## src/rtl/multdiv_sequencer_pkg.sv

```systemverilog
// Shared encodings for the mul/div sequencer: decode constants, status codes,
// FSM states and the writeback payload.
package multdiv_sequencer_pkg;

  localparam int unsigned REG_W  = 5;
  localparam int unsigned DATA_W = 32;

  localparam logic [4:0] OPC_RTYPE = 5'b00000;
  localparam logic [4:0] FUNC_MUL  = 5'b00110;
  localparam logic [4:0] FUNC_DIV  = 5'b00111;

  localparam logic [DATA_W-1:0] RSTATUS_ADD  = 32'd1;
  localparam logic [DATA_W-1:0] RSTATUS_ADDI = 32'd2;
  localparam logic [DATA_W-1:0] RSTATUS_SUB  = 32'd3;
  localparam logic [DATA_W-1:0] RSTATUS_MUL  = 32'd4;
  localparam logic [DATA_W-1:0] RSTATUS_DIV  = 32'd5;

  localparam logic [REG_W-1:0] STATUS_REG = 5'd30;

  typedef enum logic [1:0] {
    ST_IDLE  = 2'd0,
    ST_START = 2'd1,
    ST_WAIT  = 2'd2,
    ST_WB    = 2'd3
  } state_t;

  typedef struct packed {
    logic              en;
    logic [REG_W-1:0]  idx;
    logic [DATA_W-1:0] data;
  } wb_t;

  // Status code written to $r30 when the operation faults or times out
  function automatic logic [DATA_W-1:0] exc_code(input logic is_div);
    return is_div ? RSTATUS_DIV : RSTATUS_MUL;
  endfunction

endpackage

```

## src/rtl/md_timeout_counter.sv

```systemverilog
// Counts WAIT cycles and flags the last allowed cycle before a forced timeout.
module md_timeout_counter #(
  parameter int unsigned TIMEOUT   = 40,
  parameter int unsigned TIMEOUT_W = 8
) (
  input  logic clock,
  input  logic reset,
  input  logic clear,
  input  logic enable,
  output logic at_limit_c
);

  logic [TIMEOUT_W-1:0] count_q;

  always_ff @(posedge clock or negedge reset) begin
    if (!reset) begin
      count_q <= '0;
    end else if (clear) begin
      count_q <= '0;
    end else if (enable) begin
      count_q <= count_q + TIMEOUT_W'(1);
    end
  end

  assign at_limit_c = (count_q == TIMEOUT_W'(TIMEOUT - 1));

endmodule

```

## src/rtl/multdiv_sequencer.sv

```systemverilog
// Freezes the core around a mul/div, drives the multdiv start strobe and
// produces a single register-file writeback (result or $r30 status code).
module multdiv_sequencer
  import multdiv_sequencer_pkg::*;
#(
  parameter int unsigned TIMEOUT   = 40,
  parameter int unsigned TIMEOUT_W = 8
) (
  input  logic        clock,
  input  logic        reset,
  input  logic        issue_valid,
  input  logic [4:0]  opcode,
  input  logic [4:0]  alu_in,
  input  logic [4:0]  rd,
  input  logic [31:0] md_result,
  input  logic        md_exception,
  input  logic        md_resultRDY,
  output logic        ctrl_MULT,
  output logic        ctrl_DIV,
  output logic        stall,
  output logic        busy,
  output logic        wb_en,
  output logic [4:0]  wb_reg,
  output logic [31:0] wb_data,
  output logic        timeout_err
);

  state_t     state_q, state_d;
  logic       is_div_q, is_div_d;
  logic [4:0] rd_q, rd_d;
  logic       ctrl_mult_q, ctrl_mult_d;
  logic       ctrl_div_q, ctrl_div_d;
  logic       busy_q, busy_d;
  logic       timeout_err_q, timeout_err_d;
  wb_t        wb_q, wb_d;

  logic mul_hit_c, div_hit_c;
  logic cnt_clear_c, cnt_enable_c, at_limit_c;

  assign mul_hit_c = issue_valid && (opcode == OPC_RTYPE) && (alu_in == FUNC_MUL);
  assign div_hit_c = issue_valid && (opcode == OPC_RTYPE) && (alu_in == FUNC_DIV);

  md_timeout_counter #(
    .TIMEOUT   (TIMEOUT),
    .TIMEOUT_W (TIMEOUT_W)
  ) u_timeout (
    .clock      (clock),
    .reset      (reset),
    .clear      (cnt_clear_c),
    .enable     (cnt_enable_c),
    .at_limit_c (at_limit_c)
  );

  always_ff @(posedge clock or negedge reset) begin
    if (!reset) begin
      state_q       <= ST_IDLE;
      is_div_q      <= 1'b0;
      rd_q          <= '0;
      ctrl_mult_q   <= 1'b0;
      ctrl_div_q    <= 1'b0;
      busy_q        <= 1'b0;
      timeout_err_q <= 1'b0;
      wb_q          <= '0;
    end else begin
      state_q       <= state_d;
      is_div_q      <= is_div_d;
      rd_q          <= rd_d;
      ctrl_mult_q   <= ctrl_mult_d;
      ctrl_div_q    <= ctrl_div_d;
      busy_q        <= busy_d;
      timeout_err_q <= timeout_err_d;
      wb_q          <= wb_d;
    end
  end

  // Next state plus next values of the registered outputs
  always_comb begin
    state_d       = state_q;
    is_div_d      = is_div_q;
    rd_d          = rd_q;
    ctrl_mult_d   = 1'b0;
    ctrl_div_d    = 1'b0;
    timeout_err_d = timeout_err_q;
    wb_d          = wb_q;
    wb_d.en       = 1'b0;
    cnt_clear_c   = 1'b0;
    cnt_enable_c  = 1'b0;

    case (state_q)
      ST_IDLE: begin
        if (mul_hit_c || div_hit_c) begin
          rd_d        = rd;
          is_div_d    = div_hit_c;
          ctrl_mult_d = mul_hit_c;
          ctrl_div_d  = div_hit_c;
          state_d     = ST_START;
        end
      end
      ST_START: begin
        cnt_clear_c = 1'b1;
        state_d     = ST_WAIT;
      end
      ST_WAIT: begin
        cnt_enable_c = 1'b1;
        // A result arriving on the limit cycle still wins over the timeout
        if (md_resultRDY) begin
          state_d = ST_WB;
          if (md_exception) begin
            wb_d = '{en: 1'b1, idx: STATUS_REG, data: exc_code(is_div_q)};
          end else begin
            wb_d = '{en: (rd_q != 5'd0), idx: rd_q, data: md_result};
          end
        end else if (at_limit_c) begin
          state_d       = ST_WB;
          timeout_err_d = 1'b1;
          wb_d          = '{en: 1'b1, idx: STATUS_REG, data: exc_code(is_div_q)};
        end
      end
      ST_WB: begin
        state_d = ST_IDLE;
      end
      default: begin
        state_d = ST_IDLE;
      end
    endcase

    busy_d = (state_d != ST_IDLE);
  end

  // Stall must act in the detect cycle itself so the PC never advances
  always_comb begin
    stall = 1'b0;
    if (reset) begin
      case (state_q)
        ST_IDLE:  stall = mul_hit_c || div_hit_c;
        ST_START: stall = 1'b1;
        ST_WAIT:  stall = 1'b1;
        default:  stall = 1'b0;
      endcase
    end
  end

  assign ctrl_MULT   = ctrl_mult_q;
  assign ctrl_DIV    = ctrl_div_q;
  assign busy        = busy_q;
  assign timeout_err = timeout_err_q;
  assign wb_en       = wb_q.en;
  assign wb_reg      = wb_q.idx;
  assign wb_data     = wb_q.data;

endmodule

```

## config.mk

```make
export PLATFORM = sky130hd
export DESIGN_NAME = multdiv_sequencer
export DESIGN_NICKNAME = d
export VERILOG_FILES = /design/src/rtl/multdiv_sequencer_pkg.sv /design/src/rtl/md_timeout_counter.sv /design/src/rtl/multdiv_sequencer.sv
export SDC_FILE = /design/constraint.sdc
export NUM_CORES = 1
export LEC_CHECK = 0
export ABC_AREA = 1
export CAP_MARGIN = 40
export CORE_MARGIN = 2
export CORE_UTILIZATION = 45
export DETAILED_ROUTE_END_ITERATION = 8
export PLACE_DENSITY = 0.83
export SETUP_SLACK_MARGIN = 0.05
export SYNTH_ARGS = -nofsm -noshare
export SYNTH_HDL_FRONTEND = slang
export SYNTH_HIERARCHICAL = 1
export SYNTH_SLANG_ARGS = --single-unit
```

## constraint.sdc

```tcl
create_clock -name clock -period 2.25 [get_ports clock]
set_clock_uncertainty 0.1 [all_clocks]
set_input_delay 0.45 -clock clock [delete_from_list [all_inputs] [get_ports clock]]
set_output_delay 0.45 -clock clock [all_outputs]
set_load 0.005 [all_outputs]
```

### After elaboration in Yosys (flattened, before gate mapping)

Cells that the tools add are included.

| word-level totals | value |
|---|---|
| register bits after elaboration | 58 |
| input port bits | 52 |
| logic and storage cells | 52 |

| cells by class | value |
|---|---|
| $add $sub $neg | 1 |
| eq/ne operators | 6 |
| mux-type cells | 19 |
| bitwise operators | 1 |
| reductions and logical operators | 14 |

Operator list:

| cell | count |
|---|---|
| 38-bit 2-to-1 mux | 4 |
| 8-bit 2-to-1 mux | 2 |
| 5-bit by 3-bit == test with 1-bit output (second input constant) | 2 |
| 8-bit by 1-bit adder with 8-bit output (second input constant) | 1 |
| 8-bit by 6-bit == test with 1-bit output (second input constant) | 1 |
| 1-bit 2-to-1 mux | 8 |
| 2-bit case mux with 4 select lines | 1 |
| 2-bit 2-to-1 mux | 3 |
| 2-bit nonzero test | 3 |
| 5-bit zero test | 1 |
| 5-bit nonzero test | 1 |
| 2-bit == test (second input constant) | 2 |
| 2-bit AND reduction | 2 |
| 1-bit logical AND | 3 |
| 3-bit AND reduction | 1 |
| 2-bit by 1-bit == test with 1-bit output (second input constant) | 1 |
| 2-bit zero test | 1 |
| 1-bit case mux with 2 select lines | 1 |
| 2-bit OR reduction | 1 |
| 1-bit logical OR | 1 |
| 1-bit NOT | 1 |

### Longest topological paths before layout

| logic depth | value |
|---|---|
| depth after elaboration | 7 |
| depth in mapped cells | 11 |

### Cells and area by module

The synthesis kept the hierarchy.

Modules (own cells, without submodules):

| module | instances | cells an instance | area an instance (µm²) | sequential area each (µm²) |
|---|---|---|---|---|
| multdiv_sequencer | 1 | 249 | 2160.8 | 1251.2 |
| md_timeout_counter | 1 | 60 | 467.9 | 200.2 |

### Worst setup path after synthesis

Ideal clock, no wire load.

| timing path | value |
|---|---|
| kind | flip-flop to flip-flop |
| from | register u_timeout.count_q[0] |
| to | register wb_q (netlist bit wb_data[0]) |
| data arrival time | 1534 ps |
| data required time | 2026 ps |
| slack | 493 ps |
| cell stages (with the launch flop) | 10 |
| path buffers | 1 |
| path through | dfrtp_1 -> ha_1 -> nand2_1 -> inv_1 -> nand3_1 -> nor4_2 -> o21ai_4 -> buf_4 -> a21oi_1 -> a21oi_1 |

| between the ends | value |
|---|---|
| word-level cells in the longest chain between the ends | 3 |

Ends and longest elaborated chain:

| item | line | RTL |
|---|---|---|
| from (decl) | md_timeout_counter.sv:13 | `logic [TIMEOUT_W-1:0] count_q;` |
| from (signal assigned) | md_timeout_counter.sv:21 | `count_q <= count_q + TIMEOUT_W'(1);` |
| 8-bit by 6-bit == test with 1-bit output | md_timeout_counter.sv:25 | `assign at_limit_c = (count_q == TIMEOUT_W'(TIMEOUT - 1));` |
| via at_limit_c | multdiv_sequencer.sv:38 | `logic cnt_clear_c, cnt_enable_c, at_limit_c;` |
| 2-bit nonzero test (no source line) | - |  |
| 2-bit AND reduction (no source line) | - |  |
| to (signal assigned) | multdiv_sequencer.sv:72 | `wb_q <= wb_d;` |
| to (decl) | multdiv_sequencer.sv:35 | `wb_t wb_q, wb_d;` |

The timed path passes the listed nets, and every way through them passes these cells.
A chain may end at the register's enable or synchronous reset.

### Worst setup path after layout

| timing path | value |
|---|---|
| from | input alu_in[2] |
| to | output stall |

| between the ends | value |
|---|---|
| word-level cells in the longest chain between the ends | 5 |
| elaborated cells between the ends (all ways) | 7 |
| classes of those cells | eq/ne (2); mux (2); reduce/logical (3) |

Ends and longest elaborated chain:

| item | line | RTL |
|---|---|---|
| from (decl) | multdiv_sequencer.sv:13 | `input logic [4:0] alu_in,` |
| 5-bit by 3-bit == test with 1-bit output (on tied branches) | multdiv_sequencer.sv:40, multdiv_sequencer.sv:41 |  |
| 1-bit logical AND (on tied branches) | multdiv_sequencer.sv:40, multdiv_sequencer.sv:41 |  |
| 1-bit logical OR * | multdiv_sequencer.sv:135 | `ST_IDLE: stall = mul_hit_c \|\| div_hit_c;` |
| 1-bit case mux with 2 select lines * | multdiv_sequencer.sv:134 | `case (state_q)` |
| 1-bit 2-to-1 mux * | multdiv_sequencer.sv:133 | `if (reset) begin` |
| to (decl) | multdiv_sequencer.sv:20 | `output logic stall,` |

Every way passes the cells marked *; elsewhere a longest branch is shown, timed or not.

==> impl_results.md <==
* Fraction of synthesized cell area taken by the top area cell type at approximately 55%
* Status: completed
* Worst Hold Class: input pin to asynchronous set/reset pin
* Max reg flops at 32
* CTS Buf Count at 9
* ANT cells at 0
* Leak Pwr at 1.81 nW
* Worst reg2reg path endpoint: wb_data[31]
* Tightest Pin Transition at around 720 ps
* Grt ovf at 0
* CTS tree: built
* Yosys warns at 6
* Reg-to-Reg Start: u_timeout/count_q[0]
* Drt total wl at around 6.4 mm
* Initial antenna violation count at 0
* H-Tree Depth at 3
* Setup Viol. Count Final at 0
* Number of synthesized register bits at 58
* Die X at between 80 and 90 um
* Unique cell type count in the Yosys netlist at 27
* Max-slew violations at 0
* Slew margin rel. at between 50% and 60%
* Critical path startpoint: alu_in[2]
* Worst-path clk slew at about 60 ps
* Crit. End Element: primary output
* Cells after synthesis at 309
* Final min period at ~2100 ps
* Tot Pwr at between 0.002 and 0.003 W
* Max Cap Violations at 0
* Final nets at roughly 470
* CTS sink cnt at 58
* Initial core utilization at between 40% and 50%
* All-Layer GR Usage at a little over a fifth
* Largest net degree at the start of global routing at 59
* Setup WS pre-CTS at -332 ps
* Clk_lat worst skew at around 330 ps
* Synth area leader: dfrtp_1
* Vias in the first global route at approximately 2,300
* DIE AREA at 0.00647 mm^2
* Final worst setup slack at 125 ps
* Peak VDD IR at between 0.4 and 0.5 mV
* Arr. time, crit path at 1580 ps
* Pwr per Cell Area at about 700 mW/mm^2
* Design area at between 0.003 and 0.004 mm^2
* Number of port buffers at 94
* Proportion of layout cells with a drive suffix above 1 at under 10%
* Final core occ at 69.5%
* # DRC at 0
* Num rows at 27
* WP data required at 1700 ps
* Post-route clock period utilization at a little over nine tenths
* Setup slack, reg-to-reg at 230 ps
* Global-route wire length before repair at 10.2 mm
* Hold buffers post-CTS at 0
* DRT iter0 DRCs at around 110
* Syn_area_per_cell at ~8.5 um^2
* Worst Path Max Fanout at 2
* Sequential area share after synthesis at between 50% and 60%
* Routed vias/inst at between 4 and 5
* Placement Cell Area at approximately 0.0037 mm^2
* Cell total after placement at 472
* Reg2reg path depth at 9
* Unrepaired setup endpoints after global routing: false
* Via count at 2,395
* Largest cells by area after synthesis: dfrtp_1 (55%), nand2_1 (14%), o21ai_0 (4.6%), nor2_1 (4.3%), inv_1 (3.6%)
* DRT Pass-1 Iters at 4
* DP Wirelength at roughly 4.6 mm
* Startpoint Class: input pin
* GP Congestion at a little under 0.8
* Critical path type: input pin to primary output
* Area of the mapped netlist at 0.00263 mm^2
* Die height at 80.4 um
* Synthesized Nets at approximately 370
* Clock Root Buffer: clkbuf_8
* Critical Path End: stall
* Fmax at 0.471 GHz
* Clock Tree Buf Depth at 2
* Core area at roughly 0.0056 mm^2
* Antenna Nets Post-Route at 0
* Final hold violations at 0
* Area growth from synthesis to layout at 47.4%
* I/O pin total at 95
* Fin cells at a little under 500
* Routed len/inst at 13.2 um
## Yosys cell counts
cell      count
a21oi_1       9
buf_2         4
a21o_1        1
nor2_1       30
inv_2         3
nand2_2       2
o21ai_1      13
xnor2_1       1
nor3_4        1
nor4_2        1
ha_1          5
dfrtp_1      58
nand3b_1      2
o21ai_0      24
nand3_2       1
nor3_1        4
o21ai_4       1
clkbuf_2      2
nor2_2        1
inv_1        25
nand3_1       9
nor2_4        2
nor4_1        2
nand2_1     101
buf_6         1
nand4_1       3
buf_4         3
## layer usage
layer	GRT usage [%]	vias to the layer above	share of wire [%]	routed length, um
li1	-	1185	-	-
met1	26.4	1122	43	2760
met5	0	-	0	0
met4	12.4	0	2.8	180
met3	2.81	16	4.1	266
met2	34.3	72	50	3220
## worst min path at each step
| stage | cells after the start | from | end |
|---|---|---|---|
| 3_5_place_dp | 1 | timeout_err | timeout_err |
| 2_1_floorplan | 0 | reset | busy |
| 6_report | 2 | reset | ctrl_DIV |
| 4_1_cts | 2 | reset | ctrl_DIV |
| 5_1_grt | 2 | reset | ctrl_DIV |
| 3_3_place_gp | 1 | timeout_err | timeout_err |
## where the power goes
group / switching, W / leakage [nW] / internal, W
clock network: 0.000389 / 0.101 / 0.000555
logic: 0.000243 / 0.908 / 0.000320
registers: 0.0000680 / 0.805 / 0.00115
## per-stage QoR
step	TNS [ps]	hold slack, ps
after floorplan	0	54.4
after global placement	-295	347
after detailed placement	-332	360
after CTS	0	195
after global routing	0	242
final	0	182
## cells by family (layout without fill, tap and decap cells)
family	count (synthesis)	count (layout)	synth area share, %
AND/OR/NAND/NOR	159	159	26.0
flip-flops	58	58	55.2
AO/OA/AOI/OAI	48	48	9.66
buffers and inverters	38	144	6.43
adder cells (fa/ha/maj)	5	5	2.38
XOR/XNOR	1	1	0.333
## worst max-delay path: stages
cell,delay [ps]
clkdlybuf4s50_1,460
inv_1,50
nor2_2,100
nand2_1,90
nor2_2,140
nand2_2,70
a21oi_2,110
buf_2,120
## area by class of cell
class	instances	area, um^2
fillers	461	1700
flip-flops and latches	58	1450
multi-input cells	213	1030
repair buffers	102	1010
clock buffers	11	151
inverters	28	105
well taps	72	90.1
clock inverters	3	40.0
## timing repair
item | 4_1_cts | 5_1_grt
resized for setup | 6 | 4
setup endpoints to repair | 1 | 21
pin swaps | 1 | 2
setup buffers | 1 | 0
gates cloned | 0 | 0
## cells in the final DEF (no fill, tap or decap), types with 5 or more instances in the layout
master / synthesis / layout
a21oi_1: 9 / 8
buf_4: 3 / 7
clkbuf_8: 0 / 11
clkdlybuf4s50_1: 0 / 91
dfrtp_1: 58 / 58
ha_1: 5 / 5
inv_1: 25 / 25
nand2_1: 101 / 101
nand3_1: 9 / 9
nor2_1: 30 / 28
o21ai_0: 24 / 24
o21ai_1: 13 / 13
Note: power is estimated with default switching activity, not from simulation.
